### src/rtl/fdiv_pkg.sv
// Shared definitions for the FP divider issue queue: FP32 field positions,
// canonical quiet NaN, controller state encoding and an operand classifier.
package fdiv_pkg;

  localparam int unsigned FP_W   = 32;
  localparam int unsigned SIGN   = 31;
  localparam int unsigned EXP_HI = 30;
  localparam int unsigned EXP_LO = 23;
  localparam int unsigned MAN_HI = 22;
  localparam int unsigned MAN_LO = 0;

  localparam logic [FP_W-1:0] QNAN = 32'h7FC0_0000;

  typedef enum logic [2:0] {
    IDLE  = 3'd0,
    CHECK = 3'd1,
    ISSUE = 3'd2,
    WAIT  = 3'd3,
    HOLD  = 3'd4
  } state_t;

  typedef struct packed {
    logic is_nan;
    logic is_inf;
    logic is_zero;
  } fp_class_t;

  // Denormals classify as none of the three and therefore go to the divider.
  function automatic fp_class_t fp32_classify(input logic [FP_W-1:0] x);
    fp_class_t c;
    logic exp_ones;
    logic exp_zero;
    logic man_zero;
    exp_ones  = (x[EXP_HI:EXP_LO] == 8'hFF);
    exp_zero  = (x[EXP_HI:EXP_LO] == 8'h00);
    man_zero  = (x[MAN_HI:MAN_LO] == 23'h0);
    c.is_nan  = exp_ones && !man_zero;
    c.is_inf  = exp_ones && man_zero;
    c.is_zero = exp_zero && man_zero;
    return c;
  endfunction

endpackage

### src/rtl/fdiv_req_fifo.sv
// Synchronous request FIFO; head is valid whenever empty is low.
module fdiv_req_fifo #(
  parameter int unsigned DEPTH = 4,
  parameter int unsigned WIDTH = 68
) (
  input  logic             clk,
  input  logic             rst,
  input  logic             push,
  input  logic             pop,
  input  logic [WIDTH-1:0] din,
  output logic             full,
  output logic             empty,
  output logic [WIDTH-1:0] head
);

  localparam int unsigned PTR_W = $clog2(DEPTH);
  localparam int unsigned CNT_W = PTR_W + 1;

  logic [WIDTH-1:0] mem [DEPTH];
  logic [PTR_W-1:0] wr_ptr;
  logic [PTR_W-1:0] rd_ptr;
  logic [CNT_W-1:0] count;
  logic             do_push;
  logic             do_pop;

  assign full    = (count == CNT_W'(DEPTH));
  assign empty   = (count == '0);
  assign do_push = push && !full;
  assign do_pop  = pop && !empty;
  assign head    = mem[rd_ptr];

  // Pointers wrap naturally since DEPTH is a power of two.
  always_ff @(posedge clk or negedge rst) begin
    if (!rst) begin
      wr_ptr <= '0;
      rd_ptr <= '0;
      count  <= '0;
    end else begin
      if (do_push) wr_ptr <= wr_ptr + PTR_W'(1);
      if (do_pop)  rd_ptr <= rd_ptr + PTR_W'(1);
      case ({do_push, do_pop})
        2'b10:   count <= count + CNT_W'(1);
        2'b01:   count <= count - CNT_W'(1);
        default: count <= count;
      endcase
    end
  end

  always_ff @(posedge clk) begin
    if (do_push) mem[wr_ptr] <= din;
  end

endmodule

### src/rtl/fdiv_issue_queue.sv
// In-order issue queue for the FP32 divider: resolves IEEE special operands
// locally and serialises normal divides, returning results in request order.
module fdiv_issue_queue
  import fdiv_pkg::*;
#(
  parameter int unsigned DEPTH = 4,
  parameter int unsigned TAG_W = 4
) (
  input  logic             clk,
  input  logic             rst,
  input  logic             req_valid,
  output logic             req_ready,
  input  logic [FP_W-1:0]  req_a,
  input  logic [FP_W-1:0]  req_b,
  input  logic [TAG_W-1:0] req_tag,
  output logic [FP_W-1:0]  div_a,
  output logic [FP_W-1:0]  div_b,
  output logic             div_start,
  output logic             div_enable,
  input  logic [FP_W-1:0]  div_q,
  input  logic             div_busy,
  input  logic             div_stall,
  output logic             res_valid,
  input  logic             res_ready,
  output logic [FP_W-1:0]  res_q,
  output logic [TAG_W-1:0] res_tag,
  output logic             res_dz,
  output logic             res_nv
);

  localparam int unsigned ENTRY_W  = 2 * FP_W + TAG_W;
  localparam int unsigned WAIT_W   = 2;
  localparam int unsigned WAIT_CYC = 2;

  state_t             state, state_n;
  logic [FP_W-1:0]    div_a_n, div_b_n, res_q_n;
  logic [TAG_W-1:0]   res_tag_n;
  logic               div_start_n, div_enable_n, res_valid_n, res_dz_n, res_nv_n;
  logic [WAIT_W-1:0]  wait_cnt, wait_cnt_n;

  logic               fifo_full, fifo_empty, fifo_pop;
  logic [ENTRY_W-1:0] head;
  logic [FP_W-1:0]    head_a, head_b;
  logic [TAG_W-1:0]   head_tag;

  fp_class_t          cls_a, cls_b;
  logic               sgn;
  logic               spec_hit, spec_dz, spec_nv;
  logic [FP_W-1:0]    spec_q;

  fdiv_req_fifo #(
    .DEPTH (DEPTH),
    .WIDTH (ENTRY_W)
  ) u_fifo (
    .clk   (clk),
    .rst   (rst),
    .push  (req_valid),
    .pop   (fifo_pop),
    .din   ({req_a, req_b, req_tag}),
    .full  (fifo_full),
    .empty (fifo_empty),
    .head  (head)
  );

  assign req_ready = !fifo_full;
  assign head_a    = head[ENTRY_W-1 -: FP_W];
  assign head_b    = head[TAG_W +: FP_W];
  assign head_tag  = head[TAG_W-1:0];
  assign cls_a     = fp32_classify(head_a);
  assign cls_b     = fp32_classify(head_b);
  assign sgn       = head_a[SIGN] ^ head_b[SIGN];

  // Special-operand screen in priority order; spec_hit low means use the divider.
  always_comb begin
    spec_hit = 1'b1;
    spec_q   = QNAN;
    spec_dz  = 1'b0;
    spec_nv  = 1'b0;
    if (cls_a.is_nan || cls_b.is_nan) begin
      spec_nv = 1'b1;
    end else if ((cls_a.is_zero && cls_b.is_zero) || (cls_a.is_inf && cls_b.is_inf)) begin
      spec_nv = 1'b1;
    end else if (cls_a.is_inf) begin
      spec_q = {sgn, 8'hFF, 23'h0};
    end else if (cls_b.is_zero) begin
      spec_q  = {sgn, 8'hFF, 23'h0};
      spec_dz = 1'b1;
    end else if (cls_a.is_zero || cls_b.is_inf) begin
      spec_q = {sgn, 31'h0};
    end else begin
      spec_hit = 1'b0;
    end
  end

  always_ff @(posedge clk or negedge rst) begin
    if (!rst) begin
      state      <= IDLE;
      div_a      <= '0;
      div_b      <= '0;
      div_start  <= 1'b0;
      div_enable <= 1'b0;
      res_valid  <= 1'b0;
      res_q      <= '0;
      res_tag    <= '0;
      res_dz     <= 1'b0;
      res_nv     <= 1'b0;
      wait_cnt   <= '0;
    end else begin
      state      <= state_n;
      div_a      <= div_a_n;
      div_b      <= div_b_n;
      div_start  <= div_start_n;
      div_enable <= div_enable_n;
      res_valid  <= res_valid_n;
      res_q      <= res_q_n;
      res_tag    <= res_tag_n;
      res_dz     <= res_dz_n;
      res_nv     <= res_nv_n;
      wait_cnt   <= wait_cnt_n;
    end
  end

  // wait_cnt reaches WAIT_CYC two cycles after div_start is visible to the divider.
  always_comb begin
    state_n     = state;
    div_a_n     = div_a;
    div_b_n     = div_b;
    div_start_n = 1'b0;
    res_valid_n = res_valid;
    res_q_n     = res_q;
    res_tag_n   = res_tag;
    res_dz_n    = res_dz;
    res_nv_n    = res_nv;
    wait_cnt_n  = wait_cnt;
    fifo_pop    = 1'b0;
    unique case (state)
      IDLE: begin
        if (!fifo_empty) state_n = CHECK;
      end
      CHECK: begin
        if (spec_hit) begin
          res_valid_n = 1'b1;
          res_q_n     = spec_q;
          res_tag_n   = head_tag;
          res_dz_n    = spec_dz;
          res_nv_n    = spec_nv;
          fifo_pop    = 1'b1;
          state_n     = HOLD;
        end else begin
          div_a_n = head_a;
          div_b_n = head_b;
          state_n = ISSUE;
        end
      end
      ISSUE: begin
        if (!div_stall && !div_busy) begin
          div_start_n = 1'b1;
          wait_cnt_n  = '0;
          state_n     = WAIT;
        end
      end
      WAIT: begin
        if (wait_cnt != WAIT_W'(WAIT_CYC)) begin
          wait_cnt_n = wait_cnt + WAIT_W'(1);
        end else if (!div_busy && !div_stall) begin
          res_valid_n = 1'b1;
          res_q_n     = div_q;
          res_tag_n   = head_tag;
          res_dz_n    = 1'b0;
          res_nv_n    = 1'b0;
          fifo_pop    = 1'b1;
          state_n     = HOLD;
        end
      end
      HOLD: begin
        if (res_ready) begin
          res_valid_n = 1'b0;
          state_n     = fifo_empty ? IDLE : CHECK;
        end
      end
      default: state_n = IDLE;
    endcase
    div_enable_n = (state_n != IDLE);
  end

endmodule

### config.mk
export PLATFORM = sky130hd
export DESIGN_NAME = fdiv_issue_queue
export DESIGN_NICKNAME = d
export VERILOG_FILES = /design/src/rtl/fdiv_pkg.sv /design/src/rtl/fdiv_req_fifo.sv /design/src/rtl/fdiv_issue_queue.sv
export SDC_FILE = /design/constraint.sdc
export NUM_CORES = 1
export LEC_CHECK = 0
export ABC_AREA = 1
export CORE_MARGIN = 2
export CORE_UTILIZATION = 55
export CTS_CLUSTER_DIAMETER = 150
export CTS_CLUSTER_SIZE = 40
export DETAILED_ROUTE_END_ITERATION = 7
export GPL_TIMING_DRIVEN = 1
export PLACE_DENSITY_LB_ADDON = 0.2
export SETUP_SLACK_MARGIN = 0.15
export SLEW_MARGIN = 20
export SYNTH_ARGS = -nofsm -noshare
export SYNTH_HDL_FRONTEND = slang
export SYNTH_SLANG_ARGS = --single-unit
### constraint.sdc
create_clock -name clk -period 5 [get_ports clk]
set_input_delay 1 -clock clk [delete_from_list [all_inputs] [get_ports clk]]
set_output_delay 1 -clock clk [all_outputs]
set_load 0.01 [all_outputs]
==> impl_metrics.yaml <==
clock_network:
  clk_transition_reported_paths_ns: 0.14
  tritoncts.num_buffers: 13
  clock_sinks: 389
  cts_max_path_buffers: 3
  tritoncts: "yes"
  postCtsResizedCells: 0
  post_cts_buffers: 0
  clk-insertion-delay-late_ns: 0.53
  holdBufCountCts: 0
  ctsHtreeMaxLevel: 1
  clock_tree.root_cell: "clkbuf_16"
cells_and_area:
  layout-drive-gt1-share: 0.03161
  post-route-cell-area_sq_um: 18170
  final_util: 0.6596
  finalNetCount: 1656
  syn_to_final_growth_pct: 18.99
  fillerInstances: 2132
critical_path:
  cp_cell_sequence: "inv_4, buf_4, nand2_1, nand3_1, nand2_1, nor2_1, nand2_1, nor2_1, nand3_1, nand2_1, nor2_1, nand2_1, nand2_1, nand2_2, nand2_1, inv_1, ha_1, inv_1, fa_1, a21oi_1, o21ai_0, xnor2_1"
  critical_path.slowest_cell: "dfrtp_4"
  timing_worst_setup_path_type: "reg2reg"
  worst-path-max-fanout: 69
  cp.arrival_ns: 4.38
  worst-path-stages: 22
  critical_path.max_stage_delay_ns: 0.53
  timing.reg2reg.worst_path_depth: 22
  path_common_cell: "nand2_1"
  critical_path.startpoint_type: "register"
  critPathCaptureType: "register"
  timing.critical_path.max_delay_family: "simple AND/OR/NAND/NOR gates"
  timing.critical_path.buf_inv: 4
  worst_ep_required_time_ns: 5.41
logic_synthesis:
  unique_cell_type_count_in_the_yosys_netlist: 25
  synth_seq_cells: 389
  synthMostInstantiatedCell: "nand2_1"
  postSynthCellCount: 1366
  synth-adder-area-share: 0.006225
  synth-async-reset-ratio: 0.3008
  syn_nets: 1479
  count_of_flip_flops_with_a_built_in_enable_after_synthesis: 272
  leading_post_synthesis_cells_by_instance_count: "542 x nand2_1, 272 x edfxtp_1, 157 x nand3_1, 117 x dfrtp_1, 79 x o21ai_0"
  ys_top_cells_by_area: "edfxtp_1 53%, dfrtp_1 19%, nand2_1 13%"
  synth_top_area_share: 0.5347
  xor_xnor_fraction_of_synth_area: 0.001720
  simple_gate_portion_of_the_synthesized_area: 0.2041
  synthesis.area_sq_um: 15270
  synth_top_family_by_area: "simple AND/OR/NAND/NOR gates"
  ys_warn_count: 0
  yosysSeqAreaShare: 0.7264
  yosys.area.top_type: "edfxtp_1"
  synth.mux.area_fraction: 0
  synthesized_area_per_cell_sq_um: 11.18
  ys_dominant_reg_cell: "edfxtp_1"
  synth_compound_gate_area_share: 0.03121
global_route:
  grt_antenna_before_repair: 3
  first_global_vias: 9608
  overflow: 0
  grtUsageTotal: 0.2339
  first_pass_grt_wire_length_mm: 52.76
  grt_max_degree: 139
min_path:
  min-delay-path-class: "reg2reg"
  holdPathStages: 2
timing:
  slew_headroom: 0.3861
  worst_hold_slack_ns: 0.4876
  final_min_period_over_clock_period: 0.7937
  fmax_mhz: 252.0
  timing.final.crit_period_ns: 3.968
  rsz0062_at_grt: "false"
  worst_clock_skew_ns: 0.03070
  report.final.slew_viol_count: 0
  final_hold_viol_count: 0
  total_negative_slack_for_setup_checks_ns: 0
  transition_time_at_the_pin_with_the_least_slew_margin_ns: 0.9209
  setup_violations: 0
die:
  fp.dieW_um: 170.7
  core_region_area_sq_um: 27550
  placement_rows: 61
  top_level_ports: 212
  dieArea_sq_um: 29120
  die_h_um: 170.7
  floorplan.initialDensity: 0.5544
routing:
  drt.antenna.violating_nets: 0
  drt_pass1_iterations: 6
  via_count: 10280
  wirelength_mm: 34.26
  wire_per_inst_um: 17.74
  routed_via_density: 5.324
  drt_first_iter_violations: 1025
  route.detailed.drc: 0
power_and_ir_drop:
  static-leakage-power_nw: 7.212
  pwr_density_cell_nw_per_um2: 555.4
  vdd.ir_drop.worst_mv: 0.3964
placement:
  placement.io_buffers: 211
  routabilityCongestion: 0.8168
  post-dp-hpwl_mm: 21.49
  placed_instance_area_sq_um: 17790
run:
  max_cap_violations: 0
run_status:
  run_status: "completed"
## path summary, 6_finish.rpt
check / startpoint / to / slack (ns)
worst max-delay path: u_fifo.rd_ptr[0]$_DFFE_PN0P_ / u_fifo.count[2]$_DFFE_PN0P_ / 1.03
worst min-delay path: res_q[28]$_DFFE_PN0P_ / res_q[28]$_DFFE_PN0P_ / 0.49
worst max register to register: u_fifo.rd_ptr[0]$_DFFE_PN0P_ / u_fifo.count[2]$_DFFE_PN0P_ / 1.03
worst min register to register: res_q[28]$_DFFE_PN0P_ / res_q[28]$_DFFE_PN0P_ / 0.49
max in group asynchronous: rst / res_q[24]$_DFFE_PN0P_ / 3.47
min in group asynchronous: rst / res_q[27]$_DFFE_PN0P_ / 0.55
## worst reg2reg max path: cells and delay by family, from the launching register on
kind	cells	cell delay [ns]
xor gates and xnor gates	1	0.13
DFF	1	0.53
AOI/OAI and AO/OA	2	0.26
buffers and inverters	4	1.04
and+or+nand+nor	13	1.38
adders and majority gates	2	0.52
## cells by family after synthesis
family / Yosys count
simple gates: 771
compound gates: 92
buf+inv: 104
fa+ha+maj: 7
flops: 389
xor+xnor: 3
## per-layer routing
metal,global-route usage,vias to the layer above,wire length (um)
met2,0.3841,341,16290
met1,0.3317,4941,14790
met3,0.03886,47,2489
li1,-,4951,-
met4,0.05500,0,696
met5,0,-,0
## stage by stage
step                      setup slack [ns]  instances  power, W
final                                1.032       1931   0.01009
after global routing                0.6270       1929   0.01077
after CTS                            1.006       1928   0.01018
after detailed placement             1.063       1906  0.008783
after global placement               1.169       1906  0.008667
after floorplan                     0.4804       1366  0.007028
## where the power goes
| part | internal [W] | leakage [nW] | switching, W |
|---|---|---|---|
| combinational | 0.00151 | 3.07 | 0.00242 |
| sequential | 0.00437 | 3.96 | 0.000383 |
| clock | 0.000509 | 0.180 | 0.000901 |
## final cells by class
| type | count | area, sq um | share of cell area |
|---|---|---|---|
| Clock buffer | 20 | 351.6 | 0.01934 |
| Clock inverter | 2 | 25.02 | 0.001377 |
| Multi-Input combinational cell | 873 | 3761 | 0.2069 |
| Tap cell | 378 | 473.0 | 0.02602 |
| Sequential cell | 389 | 11100 | 0.6108 |
| Inverter | 35 | 133.9 | 0.007366 |
| Antenna cell | 3 | 7.507 | 0.0004131 |
| Timing Repair Buffer | 231 | 2322 | 0.1278 |
## state kept, by name, indices dropped and copies added (netlist names), 2 cells and up
register / count
div_a: 32
div_b: 32
res_q: 32
res_tag: 4
state: 3
u_fifo.count: 3
u_fifo.mem: 272
u_fifo.rd_ptr: 2
u_fifo.wr_ptr: 2
wait_cnt: 2
## placed cells by master, fill, tap and decap left out
cell	n
dfrtp_2	1
fa_1	1
dfrtp_4	1
nand2_1	542
inv_1	31
xor2_1	1
nor2_1	54
xnor2_1	2
clkbuf_1	7
a21oi_1	5
clkbuf_16	13
nand2_2	1
ha_1	6
nand4_1	8
o21ai_0	79
nor3_1	4
diode_2	3
nand3_4	1
nand3_1	156
clkdlybuf4s50_1	210
clkinv_8	1
buf_4	16
nor2_4	4
dfrtp_1	115
buf_12	5
edfxtp_1	272
nor2_2	1
o22ai_1	4
inv_2	3
inv_4	1
a311oi_1	1
a32oi_1	2
inv_6	1
o21ai_1	1
Note: power is estimated with default switching activity, not from simulation.
